File: src/rtl/axil_reg_pkg.sv
// Shared types and elaboration checks for the AXI4-Lite register bank.
package axil_reg_pkg;

  typedef enum logic [1:0] {
    RESP_OKAY   = 2'b00,
    RESP_SLVERR = 2'b10
  } resp_t;

  typedef enum logic [1:0] {
    W_IDLE,
    W_HAVE_AW,
    W_HAVE_W,
    W_RESP
  } wr_state_t;

  typedef enum logic {
    R_IDLE,
    R_RESP
  } rd_state_t;

  // Legal configurations: 32/64-bit data, at least one RW register, room for the index field.
  function automatic bit params_legal(int unsigned addr_w, int unsigned data_w,
                                      int unsigned num_rw);
    return ((data_w == 32) || (data_w == 64)) && (num_rw >= 1) && (addr_w > 3);
  endfunction

endpackage

File: src/rtl/axil_reg_bank_wr.sv
// Write-channel join: accepts AW and W in any order, holds whichever arrives first, and
// emits a single-cycle commit strobe with the joined address/data/strobe.
module axil_reg_bank_wr
  import axil_reg_pkg::*;
#(
  parameter int unsigned ADDR_W = 12,
  parameter int unsigned DATA_W = 32
) (
  input  logic                i_clk,
  input  logic                i_rst,
  input  logic [ADDR_W-1:0]   i_awaddr,
  input  logic                i_awvalid,
  output logic                o_awready,
  input  logic [DATA_W-1:0]   i_wdata,
  input  logic [DATA_W/8-1:0] i_wstrb,
  input  logic                i_wvalid,
  output logic                o_wready,
  output logic                o_bvalid,
  input  logic                i_bready,
  output logic                o_commit,
  output logic [ADDR_W-1:0]   o_addr,
  output logic [DATA_W-1:0]   o_data,
  output logic [DATA_W/8-1:0] o_strb
);

  wr_state_t             r_state;
  wr_state_t             w_state_nxt;
  logic [ADDR_W-1:0]     r_addr;
  logic [DATA_W-1:0]     r_data;
  logic [DATA_W/8-1:0]   r_strb;

  // State register; reset discards any half-joined transaction.
  always_ff @(posedge i_clk or posedge i_rst) begin
    if (i_rst) begin
      r_state <= W_IDLE;
    end else begin
      r_state <= w_state_nxt;
    end
  end

  // Hold the half of the transaction that arrives first.
  always_ff @(posedge i_clk or posedge i_rst) begin
    if (i_rst) begin
      r_addr <= '0;
      r_data <= '0;
      r_strb <= '0;
    end else if (r_state == W_IDLE) begin
      if (i_awvalid && !i_wvalid) begin
        r_addr <= i_awaddr;
      end
      if (i_wvalid && !i_awvalid) begin
        r_data <= i_wdata;
        r_strb <= i_wstrb;
      end
    end
  end

  // Next state, readies and commit mux (live channel wins over held copy).
  always_comb begin
    w_state_nxt = r_state;
    o_awready   = 1'b0;
    o_wready    = 1'b0;
    o_bvalid    = 1'b0;
    o_commit    = 1'b0;
    o_addr      = r_addr;
    o_data      = r_data;
    o_strb      = r_strb;
    unique case (r_state)
      W_IDLE: begin
        o_awready = !i_rst;
        o_wready  = !i_rst;
        if (!i_rst) begin
          if (i_awvalid && i_wvalid) begin
            o_commit    = 1'b1;
            o_addr      = i_awaddr;
            o_data      = i_wdata;
            o_strb      = i_wstrb;
            w_state_nxt = W_RESP;
          end else if (i_awvalid) begin
            w_state_nxt = W_HAVE_AW;
          end else if (i_wvalid) begin
            w_state_nxt = W_HAVE_W;
          end
        end
      end
      W_HAVE_AW: begin
        o_wready = 1'b1;
        if (i_wvalid) begin
          o_commit    = 1'b1;
          o_data      = i_wdata;
          o_strb      = i_wstrb;
          w_state_nxt = W_RESP;
        end
      end
      W_HAVE_W: begin
        o_awready = 1'b1;
        if (i_awvalid) begin
          o_commit    = 1'b1;
          o_addr      = i_awaddr;
          w_state_nxt = W_RESP;
        end
      end
      W_RESP: begin
        o_bvalid = 1'b1;
        if (i_bready) begin
          w_state_nxt = W_IDLE;
        end
      end
      default: w_state_nxt = W_IDLE;
    endcase
  end

endmodule

File: src/rtl/axil_reg_bank.sv
// AXI4-Lite register bank: NUM_RW byte-writable control registers followed by NUM_RO
// read-only status words. Define AXIL_REG_BANK_SLVERR_EN to return SLVERR for
// out-of-range accesses and writes to status words; otherwise every response is OKAY.
module axil_reg_bank
  import axil_reg_pkg::*;
#(
  parameter int unsigned ADDR_W               = 12,
  parameter int unsigned DATA_W               = 32,
  parameter int unsigned NUM_RW               = 8,
  parameter int unsigned NUM_RO               = 4,
  parameter logic [DATA_W-1:0] RESET_VAL      = '0,
  localparam int unsigned NUM_RO_W            = (NUM_RO > 0) ? NUM_RO : 1
) (
  input  logic                       S_AXI_ACLK,
  input  logic                       S_AXI_ARESET,
  input  logic [ADDR_W-1:0]          S_AXI_AWADDR,
  input  logic [2:0]                 S_AXI_AWPROT,
  input  logic                       S_AXI_AWVALID,
  output logic                       S_AXI_AWREADY,
  input  logic [DATA_W-1:0]          S_AXI_WDATA,
  input  logic [DATA_W/8-1:0]        S_AXI_WSTRB,
  input  logic                       S_AXI_WVALID,
  output logic                       S_AXI_WREADY,
  output logic [1:0]                 S_AXI_BRESP,
  output logic                       S_AXI_BVALID,
  input  logic                       S_AXI_BREADY,
  input  logic [ADDR_W-1:0]          S_AXI_ARADDR,
  input  logic [2:0]                 S_AXI_ARPROT,
  input  logic                       S_AXI_ARVALID,
  output logic                       S_AXI_ARREADY,
  output logic [DATA_W-1:0]          S_AXI_RDATA,
  output logic [1:0]                 S_AXI_RRESP,
  output logic                       S_AXI_RVALID,
  input  logic                       S_AXI_RREADY,
  output logic [NUM_RW*DATA_W-1:0]   reg_o,
  output logic [NUM_RW-1:0]          wr_pulse_o,
  input  logic [NUM_RO_W*DATA_W-1:0] status_i
);

  localparam int unsigned LSB = $clog2(DATA_W / 8);

  if (!params_legal(ADDR_W, DATA_W, NUM_RW)) begin : g_bad_params
    $error("axil_reg_bank: illegal ADDR_W/DATA_W/NUM_RW");
  end

  logic [DATA_W-1:0]   r_regs [NUM_RW];
  logic [NUM_RW-1:0]   r_pulse;
  resp_t               r_bresp;
  rd_state_t           r_rd_state;
  rd_state_t           w_rd_state_nxt;
  logic [DATA_W-1:0]   r_rdata;
  resp_t               r_rresp;

  logic                w_commit;
  logic [ADDR_W-1:0]   w_waddr;
  logic [DATA_W-1:0]   w_wdata;
  logic [DATA_W/8-1:0] w_wstrb;
  logic [31:0]         w_widx;
  logic [31:0]         w_ridx;
  logic                w_ar_hs;
  resp_t               w_bresp_nxt;
  resp_t               w_rresp_nxt;
  logic [DATA_W-1:0]   w_rdata_nxt;
  logic                w_unused;

  axil_reg_bank_wr #(
    .ADDR_W (ADDR_W),
    .DATA_W (DATA_W)
  ) u_wr (
    .i_clk     (S_AXI_ACLK),
    .i_rst     (S_AXI_ARESET),
    .i_awaddr  (S_AXI_AWADDR),
    .i_awvalid (S_AXI_AWVALID),
    .o_awready (S_AXI_AWREADY),
    .i_wdata   (S_AXI_WDATA),
    .i_wstrb   (S_AXI_WSTRB),
    .i_wvalid  (S_AXI_WVALID),
    .o_wready  (S_AXI_WREADY),
    .o_bvalid  (S_AXI_BVALID),
    .i_bready  (S_AXI_BREADY),
    .o_commit  (w_commit),
    .o_addr    (w_waddr),
    .o_data    (w_wdata),
    .o_strb    (w_wstrb)
  );

  assign w_widx  = 32'(w_waddr[ADDR_W-1:LSB]);
  assign w_ridx  = 32'(S_AXI_ARADDR[ADDR_W-1:LSB]);
  assign w_ar_hs = S_AXI_ARVALID && S_AXI_ARREADY;

  // Write response: only RW indices are writable.
  always_comb begin
    w_bresp_nxt = RESP_OKAY;
`ifdef AXIL_REG_BANK_SLVERR_EN
    if (w_widx >= 32'(NUM_RW)) w_bresp_nxt = RESP_SLVERR;
`endif
  end

  // Register array update with byte strobes, one-cycle write pulse and latched BRESP.
  always_ff @(posedge S_AXI_ACLK or posedge S_AXI_ARESET) begin
    if (S_AXI_ARESET) begin
      for (int i = 0; i < NUM_RW; i++) r_regs[i] <= RESET_VAL;
      r_pulse <= '0;
      r_bresp <= RESP_OKAY;
    end else begin
      r_pulse <= '0;
      if (w_commit) begin
        r_bresp <= w_bresp_nxt;
        for (int i = 0; i < NUM_RW; i++) begin
          if (w_widx == 32'(i)) begin
            r_pulse[i] <= 1'b1;
            for (int b = 0; b < DATA_W / 8; b++) begin
              if (w_wstrb[b]) r_regs[i][b*8 +: 8] <= w_wdata[b*8 +: 8];
            end
          end
        end
      end
    end
  end

  // Read data mux: RW register, status word, or zero when out of range.
  always_comb begin
    w_rdata_nxt = '0;
    w_rresp_nxt = RESP_OKAY;
    for (int i = 0; i < NUM_RW; i++) begin
      if (w_ridx == 32'(i)) w_rdata_nxt = r_regs[i];
    end
    for (int j = 0; j < NUM_RO; j++) begin
      if (w_ridx == 32'(NUM_RW + j)) w_rdata_nxt = status_i[j*DATA_W +: DATA_W];
    end
`ifdef AXIL_REG_BANK_SLVERR_EN
    if (w_ridx >= 32'(NUM_RW + NUM_RO)) w_rresp_nxt = RESP_SLVERR;
`endif
  end

  // Read FSM state register.
  always_ff @(posedge S_AXI_ACLK or posedge S_AXI_ARESET) begin
    if (S_AXI_ARESET) begin
      r_rd_state <= R_IDLE;
    end else begin
      r_rd_state <= w_rd_state_nxt;
    end
  end

  // Read FSM next state.
  always_comb begin
    w_rd_state_nxt = r_rd_state;
    unique case (r_rd_state)
      R_IDLE:  if (w_ar_hs) w_rd_state_nxt = R_RESP;
      R_RESP:  if (S_AXI_RREADY) w_rd_state_nxt = R_IDLE;
      default: w_rd_state_nxt = R_IDLE;
    endcase
  end

  // Read data captured at AR acceptance so it holds while RREADY is low.
  always_ff @(posedge S_AXI_ACLK or posedge S_AXI_ARESET) begin
    if (S_AXI_ARESET) begin
      r_rdata <= '0;
      r_rresp <= RESP_OKAY;
    end else if (w_ar_hs) begin
      r_rdata <= w_rdata_nxt;
      r_rresp <= w_rresp_nxt;
    end
  end

  assign S_AXI_ARREADY = (r_rd_state == R_IDLE) && !S_AXI_ARESET;
  assign S_AXI_RVALID  = (r_rd_state == R_RESP);
  assign S_AXI_RDATA   = r_rdata;
  assign S_AXI_RRESP   = r_rresp;
  assign S_AXI_BRESP   = r_bresp;
  assign wr_pulse_o    = r_pulse;

  for (genvar g = 0; g < NUM_RW; g++) begin : g_reg_o
    assign reg_o[g*DATA_W +: DATA_W] = r_regs[g];
  end

  // Protection bits and sub-word address bits carry no meaning here.
  assign w_unused = ^{S_AXI_AWPROT, S_AXI_ARPROT, S_AXI_ARADDR[LSB-1:0], w_waddr[LSB-1:0],
                      status_i};

endmodule

File: config.mk
export PLATFORM = sky130hd
export DESIGN_NAME = axil_reg_bank
export DESIGN_NICKNAME = d
export VERILOG_FILES = /design/src/rtl/axil_reg_pkg.sv /design/src/rtl/axil_reg_bank_wr.sv /design/src/rtl/axil_reg_bank.sv
export SDC_FILE = /design/constraint.sdc
export NUM_CORES = 1
export LEC_CHECK = 0
export CORE_ASPECT_RATIO = 0.8
export CORE_MARGIN = 4
export CORE_UTILIZATION = 48
export DETAILED_ROUTE_END_ITERATION = 16
export GPL_TIMING_DRIVEN = 0
export PLACE_DENSITY = 0.86
export SYNTH_ARGS = -nofsm -noshare
export SYNTH_HDL_FRONTEND = slang
export SYNTH_SLANG_ARGS = --single-unit
File: constraint.sdc
create_clock -name S_AXI_ACLK -period 14.4 [get_ports S_AXI_ACLK]
set_input_delay 2.16 -clock S_AXI_ACLK [delete_from_list [all_inputs] [get_ports S_AXI_ACLK]]
set_output_delay 2.16 -clock S_AXI_ACLK [all_outputs]
set_load 0.005 [all_outputs]
### After elaboration in Yosys (flattened, before gate mapping)

Index checks and enable logic that the tools add are counted.

| storage, ports and cells | value |
|---|---|
| bits in registers | 347 |
| bits of input ports | 201 |
| output and inout bits | 305 |
| word-level logic and storage cells | 164 |

| operators by class | value |
|---|---|
| eq/ne operators | 26 |
| mux-type cells | 52 |
| bitwise gates (word level) | 1 |
| reductions and logical operators | 46 |

Operators with widths:

| operator | number |
|---|---|
| $mux W32 | 15 |
| $reduce_and A3 Y1 | 32 |
| $eq A10 B3 Y1 const B | 8 |
| $logic_not A32 Y1 | 2 |
| $pmux W32 S2 | 1 |
| $eq A10 B2 Y1 const B | 4 |
| $eq A10 B4 Y1 const B | 4 |
| $mux W12 | 3 |
| $pmux W12 S2 | 1 |
| $eq A10 B1 Y1 const B | 2 |
| $mux W1 | 15 |
| $mux W2 | 7 |
| $mux W4 | 3 |
| $mux W8 | 1 |
| $ne A2 B2 Y1 const B | 4 |
| $pmux W2 S4 | 1 |
| $pmux W4 S2 | 1 |
| $pmux W1 S2 | 3 |
| $logic_and A1 B1 Y1 | 5 |
| $reduce_and A5 Y1 | 1 |
| $eq A2 B2 Y1 const B | 2 |
| $ne A4 B4 Y1 const B | 1 |
| $reduce_and A2 Y1 | 2 |
| $logic_not A1 Y1 | 3 |
| 4 further kinds | 4 |

### Logic depth before layout (Yosys ltp)

| logic depth | value |
|---|---|
| depth after elaboration | 13 |
| mapped depth | 11 |
| mapped depth without buffers | 8 |

### Cells and area by module

A second synthesis with hierarchy kept.

| second synthesis, totals | value |
|---|---|
| cell total of the unflattened synthesis | 1461 |
| area, all modules | 17494.3 um^2 |

By module, submodules not included:

| module | instances | cells each | area each (um^2) | sequential area each (um^2) |
|---|---|---|---|---|
| axil_reg_bank | 1 | 1264 | 14881.8 | 7432.1 |
| axil_reg_bank_wr | 1 | 197 | 2612.5 | 1251.2 |

### Worst setup path after synthesis

OpenSTA, ideal clock, no wires.

| timing path | value |
|---|---|
| kind | input -> output |
| start point | input S_AXI_ARESET |
| end point | output S_AXI_AWREADY |
| arrival time | 9991 ps |
| data required time | 12240 ps |
| slack | 2249 ps |
| stages on the path | 3 |
| path buffers | 0 |
| path through | inv_1 > nand2_1 > nand2b_1 |

| between the ends | value |
|---|---|
| cells in the longest elaborated chain, start to end | 2 |

Ends and longest elaborated chain:

| element | line | RTL |
|---|---|---|
| start, declared | axil_reg_bank.sv:15 | `input logic S_AXI_ARESET,` |
| $logic_not A1 Y1 (no line) | -- |  |
| $pmux W1 S2 | axil_reg_bank_wr.sv:68 | `unique case (r_state)` |
| end, declared | axil_reg_bank.sv:19 | `output logic S_AXI_AWREADY,` |

Every way passes these cells.

### Final worst setup path

Same ends and word-level chain as after synthesis.

==> out/metrics.cfg <==
[clocking]
insertion_delay_ns = 0.57
htreeDepth = 2
postCtsSetupRepairBufs = 0
cts.path.max_buffers = 3
clkSinkCount = 345
cts_tree = built
path_clk_slew_ns = 0.06
cts_resized = 0
hold_buffers = 0
cts_root_buffer = clkbuf_16
cts_buffers = 37

[synth]
ys_warn_count = 0
ys_seq_area_share_pct = 49.9
synth_area_leaders = dfrtp_1 (50%), mux2_2 (10%), o21ai_0 (6.3%)
syn-cell-area_um2 = 17300
ys_types = 73
yosysMostFrequentCell = dfrtp_1
async_flop_share_pct = 100
synth-edff-count = 0
synth-seq-cells = 345
avgSynthCellArea_um2 = 10.2
netlist.area_leader.share_pct = 49.9
synthTopCellsByCount = dfrtp_1 (345), nand2_1 (226), o21ai_0 (218)
yosys.area.top_type = dfrtp_1
synthFlopType = dfrtp_1
syn_inst = 1700

[routing]
vias_per_cell = 6.72
vias = 18400
drc = 0
drt-pass1-iter-count = 9
drt_iter0_markers = 3084
wl_per_cell_um = 32.9
wirelength_mm = 90.0
drtAntennaViolNets = 0

[die]
start_util_pct = 49.2
core-area_um2 = 35200
ios = 506
die_h_um = 178
rows = 61
die-width_um = 220
die-area_um2 = 39200

[power]
vdd.ir_drop.worst_uv = 104
finalPower_mw = 3.56
p_per_area_nw_per_um2 = 148
p_leak_nw = 10.3

[timing]
grt_setup_unrepaired = false
whs_ns = 0.488
setup_viol = 0
finalCriticalPeriod_ns = 7.17
setup-tns-final_ns = 0
setup_slack_ns = 7.23
fin_crit_sh_pct = 49.8
drv_slew = 6
slew_headroom_pct = -3.40
fin_skew_ns = 0.0211
fmax_mhz = 139
worst_slew_pin_slew_ns = 1.54
hold_viol = 0

[setup_path]
worstSetupEndpointType = output pin
crit_fanout = 138
critPathKind = in2out
critPathRequiredTime_ns = 12.24
cp.arrival_ns = 5.01
startpoint_type = input pin

[global_routing]
track_usage_pct = 44.3
grt_first_pass_wirelength_mm = 124
grt_overflow = 0
antenna_found_initial = 8
grt_max_degree = 139
grt_pass1_vias = 17800

[placed_design]
place.gp.congestion = 1.02
dp_hpwl_mm = 68.0
portBuffers = 488
pre_cts_ws_ns = 7.23

[outcome]
status = finished with violations
failed_checks = capacitance limit, slew limit

[min_path]
hp-class = reg2reg

[final_layout]
syn_to_final_growth_pct = 39.4
nNetsFinal = 2438
drive_gt1_share_pct = 11.8
final_core_util_pct = 68.5

[run]
cap_violations = 1

## registers in the layout (all words and copies together), names as in the netlist
signal and flops:
S_AXI_RDATA 32, S_AXI_RVALID 1, reg_o 256, u_wr.r_addr 10, u_wr.r_data 32, u_wr.r_state 2
u_wr.r_strb 4, wr_pulse_o 8
## where the power goes
part	switching, mW	total (mW)	internal, mW
sequential	0.191	1.35	1.16
clock	0.430	1.01	0.585
combinational	0.671	1.20	0.531
total	1.29	3.56	2.27
## worst max-delay path, cell delays in order
cell	delay (ns)
clkdlybuf4s50_1	0.77
inv_8	0.64
buf_16	0.51
nand2_1	0.15
nand2b_1	0.10
clkdlybuf4s50_1	0.51
## placed cells by master, fill, tap and decap left out, types with 39 or more instances in the layout
cell	synthesis	layout
a21oi_1	78	78
nand2_1	226	226
mux2i_1	54	54
a22oi_1	56	56
o21ai_0	218	218
dfrtp_1	345	345
nor2_1	81	81
a22o_1	39	39
clkdlybuf4s50_1	0	488
mux2_2	155	155
clkbuf_1	81	87
## per-stage QoR
stage | std cells | instance area (um2)
after floorplan | 1703 | 17300
after global placement | 2663 | 22800
after detailed placement | 2665 | 22800
after CTS | 2729 | 24100
after global routing | 2734 | 24100
final | 2735 | 24100
## cells by family after synthesis
family | synth area share, %
AO/OA/AOI/OAI | 21.2
AND/OR/NAND/NOR | 10.6
adder cells (fa/ha/maj) | 0.362
flip-flops | 49.9
multiplexers | 14.3
other | 0.0217
buffers and inverters | 3.58
## path summary, 6_finish.rpt
kind	startpoint	endpoint	slack [ns]	depth (start not counted)
worst max-delay path	S_AXI_ARESET	S_AXI_AWREADY	7.23	6
worst min-delay path	S_AXI_RDATA[0]	S_AXI_RDATA[0]	0.49	2
worst max register to register	u_wr.r_state[0]	reg_o[81]	10.74	9
worst min register to register	S_AXI_RDATA[0]	S_AXI_RDATA[0]	0.49	2
max in group asynchronous	S_AXI_ARESET	reg_o[79]	10.72	3
min in group asynchronous	S_AXI_ARESET	reg_o[171]	2.54	2
## cell type report
class / instances / area [um2]
clock inverters: 14 / 200
inverters: 35 / 139
multi-input cells: 1207 / 8070
diodes: 6 / 15.0
repair buffers: 490 / 4940
clock buffers: 50 / 1040
well taps: 472 / 591
plain buffers: 116 / 488
fillers: 2730 / 11100
flip-flops and latches: 345 / 8630
## routing by layer
layer	track usage, %	vias to the layer above	wire length [um]
met3	18.9	413	13900
met5	0	-	13
met1	55.1	8919	31300
met4	25.3	2	6880
met2	64.9	1753	37900
li1	-	7305	-
Power figures use the tool's default switching activity.
